`config.mk`:
```
export PLATFORM = sky130hd
export DESIGN_NAME = dmem_responder
export DESIGN_NICKNAME = d
export VERILOG_FILES = /design/src/rtl/dmem_responder.sv
export SDC_FILE = /design/constraint.sdc
export NUM_CORES = 2
export LEC_CHECK = 0
export BUFFER_PORTS_ARGS = -buffer_cell sky130_fd_sc_hd__buf_2
export CAP_MARGIN = 20
export CORE_AREA = 2 2 482 484
export CTS_CLUSTER_DIAMETER = 80
export DETAILED_ROUTE_END_ITERATION = 8
export DIE_AREA = 0 0 484 486
export SYNTH_ARGS = -nofsm -noshare
export SYNTH_HDL_FRONTEND = slang
export SYNTH_SLANG_ARGS = --single-unit
```
`constraint.sdc`:
```
create_clock -name clock -period 3 [get_ports clock]
set_input_delay 0 -clock clock [delete_from_list [all_inputs] [get_ports clock]]
set_output_delay 0 -clock clock [all_outputs]
set_load 0.01 [all_outputs]
```
`src/rtl/dmem_responder.sv`:
```
// Data-memory responder: accepts one load/store at a time, waits WAIT_CYCLES, then answers.
// Optional fault checking (misaligned / out-of-range addresses) under `DMEM_ERR_CHECK_EN.
module dmem_responder #(
    parameter int DEPTH       = 64,
    parameter int WAIT_CYCLES = 2
) (
    input  logic        clock,
    input  logic        reset,
    input  logic        req_valid,
    output logic        req_ready,
    input  logic        req_write,
    input  logic [31:0] req_addr,
    input  logic [31:0] req_wdata,
    input  logic [3:0]  req_wstrb,
    output logic        rsp_valid,
    input  logic        rsp_ready,
    output logic [31:0] rsp_rdata,
    output logic        rsp_err,
    output logic [1:0]  dbg_state
);

    // Handshake: a request transfers on a rising edge where req_valid && req_ready;
    // a response transfers on a rising edge where rsp_valid && rsp_ready. Once
    // rsp_valid rises, rsp_rdata/rsp_err hold until that transfer.

    localparam int AW = $clog2(DEPTH);

    typedef enum logic [1:0] {
        S_IDLE = 2'd0,
        S_WAIT = 2'd1,
        S_RESP = 2'd2
    } state_e;

    state_e      state_q, state_d;
    logic [3:0]  cnt_q, cnt_d;
    logic [31:0] rdata_q, rdata_d;
    logic        err_q, err_d;

    logic        write_q;
    logic [31:0] wdata_q;
    logic [3:0]  wstrb_q;

    logic [31:0] mem [DEPTH];

    logic        accept;
    logic        do_access;
    logic        fault;
    logic        mem_we;
    logic        acc_write;
    logic [31:0] acc_wdata;
    logic [3:0]  acc_wstrb;
    logic [AW-1:0] acc_idx;

    assign accept = req_valid && req_ready;

    // With zero wait states the access happens on the accept edge, so the
    // access operands come straight from the request inputs while idle.
    assign acc_write = (state_q == S_IDLE) ? req_write : write_q;
    assign acc_wdata = (state_q == S_IDLE) ? req_wdata : wdata_q;
    assign acc_wstrb = (state_q == S_IDLE) ? req_wstrb : wstrb_q;

`ifdef DMEM_ERR_CHECK_EN
    logic [31:0] addr_q;
    logic [31:0] acc_addr;

    assign acc_addr = (state_q == S_IDLE) ? req_addr : addr_q;
    assign acc_idx  = acc_addr[AW+1:2];
    assign fault    = (acc_addr[1:0] != 2'b00) || (acc_addr >= 32'(4 * DEPTH));

    always_ff @(posedge clock) begin
        if (reset) begin
            addr_q <= '0;
        end else if (accept) begin
            addr_q <= req_addr;
        end
    end
`else
    logic [AW-1:0] idx_q;
    logic          unused_addr_bits;

    // Byte offset and bits above the array are deliberately dropped: addresses wrap.
    assign unused_addr_bits = ^{req_addr[31:AW+2], req_addr[1:0]};
    assign acc_idx          = (state_q == S_IDLE) ? req_addr[AW+1:2] : idx_q;
    assign fault            = 1'b0;

    always_ff @(posedge clock) begin
        if (reset) begin
            idx_q <= '0;
        end else if (accept) begin
            idx_q <= req_addr[AW+1:2];
        end
    end
`endif

    always_comb begin
        state_d   = state_q;
        cnt_d     = cnt_q;
        do_access = 1'b0;
        case (state_q)
            S_IDLE: begin
                if (accept) begin
                    if (WAIT_CYCLES == 0) begin
                        state_d   = S_RESP;
                        do_access = 1'b1;
                    end else begin
                        state_d = S_WAIT;
                        cnt_d   = 4'(WAIT_CYCLES);
                    end
                end
            end
            S_WAIT: begin
                if (cnt_q <= 4'd1) begin
                    state_d   = S_RESP;
                    cnt_d     = 4'd0;
                    do_access = 1'b1;
                end else begin
                    cnt_d = cnt_q - 4'd1;
                end
            end
            S_RESP: begin
                if (rsp_ready) begin
                    state_d = S_IDLE;
                end
            end
            default: begin
                state_d = S_IDLE;
                cnt_d   = 4'd0;
            end
        endcase
    end

    always_comb begin
        rdata_d = rdata_q;
        err_d   = err_q;
        mem_we  = 1'b0;
        if (do_access) begin
            err_d = fault;
            if (acc_write || fault) begin
                rdata_d = 32'd0;
            end else begin
                rdata_d = mem[acc_idx];
            end
            mem_we = acc_write && !fault;
        end
    end

    always_ff @(posedge clock) begin
        if (reset) begin
            state_q <= S_IDLE;
            cnt_q   <= 4'd0;
            rdata_q <= 32'd0;
            err_q   <= 1'b0;
        end else begin
            state_q <= state_d;
            cnt_q   <= cnt_d;
            rdata_q <= rdata_d;
            err_q   <= err_d;
        end
    end

    always_ff @(posedge clock) begin
        if (reset) begin
            write_q <= 1'b0;
            wdata_q <= 32'd0;
            wstrb_q <= 4'd0;
        end else if (accept) begin
            write_q <= req_write;
            wdata_q <= req_wdata;
            wstrb_q <= req_wstrb;
        end
    end

    // Array contents are not reset; a reset on the commit edge suppresses the write.
    always_ff @(posedge clock) begin
        if (!reset && mem_we) begin
            for (int i = 0; i < 4; i++) begin
                if (acc_wstrb[i]) begin
                    mem[acc_idx][8*i +: 8] <= acc_wdata[8*i +: 8];
                end
            end
        end
    end

    assign req_ready = (state_q == S_IDLE) && !reset;
    assign rsp_valid = (state_q == S_RESP);
    assign rsp_rdata = rdata_q;
    assign rsp_err   = err_q;
    assign dbg_state = state_q;

endmodule

```
### After elaboration in Yosys (flattened, before gate mapping)

Memories as Yosys holds them, arrays and structs flattened.
Index checks and enable logic that the tools add are counted.

| operators by class | value |
|---|---|
| $add $sub $neg | 1 |
| multiply operators | 0 |
| div/mod/pow operators | 0 |
| order comparisons | 1 |
| equality and inequality tests | 5 |
| shifts and indexed selects | 0 |
| muxes and demuxes | 27 |
| bitwise logic cells | 1 |
| reductions and logical operators | 7 |

Operator list:

| operator | number |
|---|---|
| 2-to-1 mux 32 bit | 2 |
| 2-to-1 mux 1 bit | 16 |
| 2-to-1 mux 4 bit | 3 |
| one-hot mux 4 bit (3 select lines) | 1 |
| 2-to-1 mux 2 bit | 3 |
| 2-to-1 mux 6 bit | 1 |
| one-hot mux 2 bit (3 select lines) | 1 |
| less-or-equal comparator 4 x 1 -> 1 bit, second input constant | 1 |
| != test 2 bit, second input constant | 2 |
| subtractor 4 x 1 -> 4 bit, second input constant | 1 |
| logical AND 1 bit | 3 |
| AND reduction 3 bit | 1 |
| equality test 2 x 1 -> 1 bit, second input constant | 1 |
| equality test 2 bit, second input constant | 1 |
| zero test 2 bit | 1 |
| != test 2 x 1 -> 1 bit, second input constant | 1 |
| AND reduction 2 bit | 1 |
| zero test 1 bit | 1 |
| NOT 1 bit | 1 |

| storage, ports and cells | value |
|---|---|
| flip-flop bits (word level) | 81 |
| latch bits | 0 |
| memory bits (writable) | 2048 |
| ROM bits | 0 |
| input bits | 73 |
| output and inout bits | 37 |
| word-level logic and storage cells | 50 |
| memories kept | 1 |

Memories:

| memory | depth | width | rd ports | clocked after memory_dff | wr ports | line | text |
|---|---|---|---|---|---|---|---|
| mem | 64 | 32 | 1 | 0 | 1 | 43 | `logic [31:0] mem [DEPTH];` |

### Depth between registers and ports, before layout

| depth | value |
|---|---|
| word-level depth | 7 |
| gate-level depth with buffers | 13 |
| depth with buffers taken out | 9 |

### Worst setup path before layout

No wires, ideal clock.

| timing path | value |
|---|---|
| path kind | reg2reg |
| from | register state_q[1] (netlist: dbg_state[1]) |
| to | memory mem[16][16], enable pin |
| library setup time | 370 ps |
| arrival | 2479 ps |
| required time | 2630 ps |
| path slack | 151 ps |
| cell stages (with the launch flop) | 8 |
| buffers on the path | 3 |
| cells stage by stage | dfxtp_1 -> buf_2 -> nor2_1 -> mux2i_1 -> nand3b_1 -> clkbuf_1 -> buf_1 -> nor2_1 |

| on the way | value |
|---|---|
| word-level cells in the longest chain between the ends | 6 |
| elaborated cells between the ends (all ways) | 11 |
| those cells by class | eq/ne (1); mux (8); reduce/logical (2) |

Ends and longest elaborated chain:

| what | line | text |
|---|---|---|
| from (decl) | 34 | `state_e state_q, state_d;` |
| from (signal assigned) | 154 | `state_q <= state_d;` |
| equality test 2 x 1 -> 1 bit or zero test 2 bit (tied branches) | - |  |
| 2-to-1 mux 1 bit (on tied branches) | 99, 58 |  |
| 2-to-1 mux 1 bit | 136 | `if (do_access) begin` |
| logical AND 1 bit | 175 | `if (!reset && mem_we) begin` |
| 2-to-1 mux 1 bit | 175 |  |
| 2-to-1 mux 1 bit (implied by the code) | 178 | `mem[acc_idx][8*i +: 8] <= acc_wdata[8*i +: 8];` |
| to (decl) | 43 |  |

Parallel ways exist; a longest one is shown, timed or not.

### Worst setup path after layout

| timing path | value |
|---|---|
| from | register state_q[1] (netlist: dbg_state[1]) |
| to | register rdata_q[21] (netlist: rsp_rdata[21]) |

| on the way | value |
|---|---|
| word-level cells in the longest chain between the ends | 4 |
| elaborated cells between the ends (all ways) | 7 |
| those cells by class | eq/ne (1); mux (4); reduce/logical (1); memory (1) |

Ends and longest elaborated chain:

| what | line | text |
|---|---|---|
| zero test 2 bit | 58, 83 |  |
| 2-to-1 mux 6 bit | 83 | `assign acc_idx = (state_q == S_IDLE) ? req_addr[AW+1:2] : idx_q;` |
| memory read (64 x 32 bit) | - |  |
| 2-to-1 mux 32 bit | 138 | `if (acc_write \|\| fault) begin` |
| to (signal assigned) | 156 | `rdata_q <= rdata_d;` |
| to (decl) | 36 | `logic [31:0] rdata_q, rdata_d;` |

Parallel ways exist; a longest one is shown, timed or not.
A chain may end at the register's enable or synchronous reset.

==> key figures <==
GRT
  – GRT Total Usage: 0.2224
  – GR Layer Usage met1: 0.3042
  – Met3 global-route usage: 0.04689
  – Initial antenna violation count: 15
  – Top Usage Layer GRT: met2
  – Grt total ovfl: 0
  – Vias in the first global route: 53241
  – Largest net degree at the start of global routing: 65
  – GR Util met2: 0.3512
  – First-pass GRT wire length: 383.4 mm

Layout
  – Share of cells above drive strength 1: 0.2144
  – Final nets: 6529
  – Post-layout util: 0.4391
  – Synthesis-to-layout area growth: 25.53%
  – Final cell count without fillers: 9670

Detailed routing
  – Wire length per cell: 28.02 um
  – Iter 0 DRT Violations: 7146
  – Post-route antenna net violation count: 0
  – Via Count: 55233
  – DRC viols: 0
  – Vias per cell: 5.712
  – Final wirelength: 270.9 mm
  – Initial DRT Pass Iterations: 5

Timing
  – Pins Over Slew Limit: 0
  – Fin crit period: 3.000 ns
  – RSZ-0062 raised after global routing: yes
  – Slew margin rel.: 0.3270
  – Post-route clock skew: 0.04797 ns
  – WHS: 0.1974 ns
  – Tcrit/Tclk final: 1.000
  – FMAX: 333.3 MHz
  – Final setup viols: 1
  – Worst Slack Setup Final: -0.00005240 ns
  – Worst-margin pin slew: 1.006 ns
  – Hold Fails Final Rpt: 0

Logic synthesis
  – Dominant synthesized flop cell: edfxtp_1
  – EDFF count, synth: 2048
  – Syn. warnings: 0
  – Area contributors post-synth: edfxtp_1, o22ai_1, nand2_1, a21oi_1, nor2_1
  – Cell taking the most area after synthesis: edfxtp_1
  – Syn Inst Count: 5468
  – Synth cell types: 57
  – Top cell type's share of synthesized area: 0.7662
  – Ys async rst share: 0
  – Syn_nets: 5543
  – Synth Register Bits: 2129
  – Post-Syn Area: 80270 um2
  – Post-synthesis sequential area ratio: 0.7864
  – Post-Syn Area per Cell: 14.68 um2

Critical path
  – Worst path arrival time: 3.80 ns
  – Worst reg2reg endpoint: rsp_rdata[21]
  – CP Max Fanout: 7
  – R2R cell count: 14
  – CP Class: reg -> reg
  – Worst flop-to-flop path startpoint: dbg_state[1]
  – Crit start category: flop
  – Crit. End Element: flop
  – Reg2reg setup slack: -0.00005 ns
  – Worst Path Required: 3.80 ns

Hold path
  – Hold Path Depth: 5
  – Hold EP: cnt_q[0]
  – Hold crit path type: in -> reg
  – Worst hold start: reset

Floorplanning
  – Row count: 176
  – Die width: 484 um
  – Ports: 110
  – Core area: 229500 um2
  – Die area: 235200 um2
  – Die Ht: 486 um
  – Starting density of the core: 0.3498

CTS
  – Clock root cell: clkbuf_16
  – CTS Sinks: 2129
  – Clock latency on the worst-skew pair: 0.88 ns
  – CTS tree: done
  – Num CTS Buffers: 208
  – Clock-pin slew of the registers on the worst-case setup and hold paths: 0.06 ns
  – CTS Buffer Depth: 3
  – H-tree depth: 4

Power
  – Power Total: 73490 uW
  – VDD IR max: 0.0006402 V
  – Pleak: 0.03414 uW
  – Power per cell area: 729.3 nW/um2

Placed design
  – Placed cells: 9099
  – GPL Wtd Cong: 0.8824
  – DPL Wire Length: 166.3 mm
  – Dpl ws: -0.5963 ns
  – Port bufs: 82

Run status
  – Failing checks: setup timing
  – Status: finished, violations left

Job
  – Max-cap violations: 0
-- worst max-delay path, stage by stage (launching register included) --
cell,delay (ns)
dfxtp_2,0.35
buf_4,0.15
o21a_1,0.19
buf_4,0.16
nor2_4,0.21
buf_12,0.21
buf_12,0.16
buf_4,0.20
nand2_1,0.08
a32o_1,0.26
nor3_1,0.22
buf_4,0.17
o22ai_1,0.07
nor4_1,0.30
a22o_1,0.18
-- how the worst max path moves through the flow --
stage                 start             to  slack [ns]  cells after the start
2_1_floorplan  dbg_state[1]    mem[16][16]        0.15                      7
3_3_place_gp   dbg_state[1]  rsp_rdata[26]       -0.62                     10
3_5_place_dp   dbg_state[1]  rsp_rdata[26]       -0.60                     10
4_1_cts        dbg_state[1]  rsp_rdata[24]       -0.01                     14
5_1_grt        dbg_state[1]   rsp_rdata[2]       -0.04                     14
6_report       dbg_state[1]  rsp_rdata[21]    -0.00005                     14
-- through the flow --
step	setup TNS, ns	cell area, um2
after floorplan	0	80270
after global placement	-2.820	91580
after detailed placement	-4.584	91580
after CTS	-0.01266	100100
after global routing	-0.04490	100700
final	-0.00005240	100800
-- cell families after synthesis --
| group | Yosys count | share of synthesized area |
|---|---|---|
| compound gates | 1282 | 0.09981 |
| xor+xnor | 1 | 0.0001091 |
| fa+ha+maj | 2 | 0.0003117 |
| buf+inv | 352 | 0.01860 |
| flops | 2129 | 0.7864 |
| mux | 72 | 0.009057 |
| other cells | 1 | 0.00004672 |
| simple gates | 1629 | 0.08569 |
-- Yosys cell counts (3+ instances only) --
master	n
a2111oi_0	3
a211oi_1	17
a21boi_0	13
a21o_1	5
a21oi_1	357
a221oi_1	4
a22o_1	41
a22oi_1	56
a31oi_1	87
a32o_1	37
a32oi_1	33
and2_1	3
and3_1	15
buf_1	68
buf_2	110
buf_4	3
buf_6	3
clkbuf_1	162
dfxtp_1	81
edfxtp_1	2048
inv_1	6
mux2i_1	69
nand2_1	768
nand2b_1	46
nand3_1	112
nor2_1	468
nor2b_1	9
nor3_1	93
nor4_1	94
o21ai_0	64
o221ai_1	6
o22a_1	7
o22ai_1	539
or2_2	3
or4_1	8
-- placed cells by master, fill, tap and decap left out, types with 23 or more instances in the layout --
master | synthesis | routed
o21ai_0 | 64 | 64
nor4_1 | 94 | 66
nand2_2 | 2 | 36
clkbuf_16 | 0 | 217
a31oi_1 | 87 | 87
o22ai_1 | 539 | 532
nor4_2 | 0 | 23
nand3_1 | 112 | 110
clkinv_2 | 0 | 46
buf_4 | 3 | 732
buf_12 | 0 | 141
dlygate4sd3_1 | 0 | 131
edfxtp_1 | 2048 | 2048
nand2b_1 | 46 | 46
a22oi_1 | 56 | 54
a21oi_1 | 357 | 352
clkbuf_1 | 162 | 57
a32oi_1 | 33 | 33
buf_2 | 110 | 82
nor3_1 | 93 | 77
a32o_1 | 37 | 37
nor2_1 | 468 | 463
dfxtp_1 | 81 | 79
nand2_1 | 768 | 728
mux2i_1 | 69 | 66
a22o_1 | 41 | 41
clkinv_1 | 0 | 32
-- report_power, final --
| group | leakage (uW) | total, uW | switching [uW] | internal, uW |
|---|---|---|---|---|
| logic | 0.0117 | 13400 | 8910 | 4530 |
| registers | 0.0192 | 34400 | 207 | 34200 |
| clock network | 0.00326 | 25700 | 11400 | 14300 |
-- cell type report --
cell class | instances | area, um2
well taps | 3026 | 3786
diodes | 10 | 25.02
fillers | 20269 | 128700
repair buffers | 1122 | 10810
inverters | 6 | 22.52
flip-flops and latches | 2129 | 63120
clock buffers | 276 | 5582
clock inverters | 114 | 1079
multi-input cells | 2987 | 16330
-- repair_timing --
action	4_1_cts	5_1_grt
hold buffers	131	0
setup buffers	9	19
hold endpoints to repair	1703	0
cloned	4	8
gates resized for setup	47	51
pin swaps	8	21
endpoints found under the setup margin	131	185
-- registers in the layout, summed over array words and instances (netlist names) --
name / cells
rsp_rdata: 32
wdata_q: 32
write_q: 1
dbg_state: 2
cnt_q: 4
mem: 2048
wstrb_q: 4
idx_q: 6
-- per-layer routing --
| layer | vias to the layer above | share of wire |
|---|---|---|
| met5 | - | 0.00021 |
| met4 | 8 | 0.036 |
| met3 | 577 | 0.11 |
| met2 | 3534 | 0.46 |
| met1 | 27901 | 0.39 |
| li1 | 23213 | - |
No activity file was read; power rests on OpenSTA's default activity.
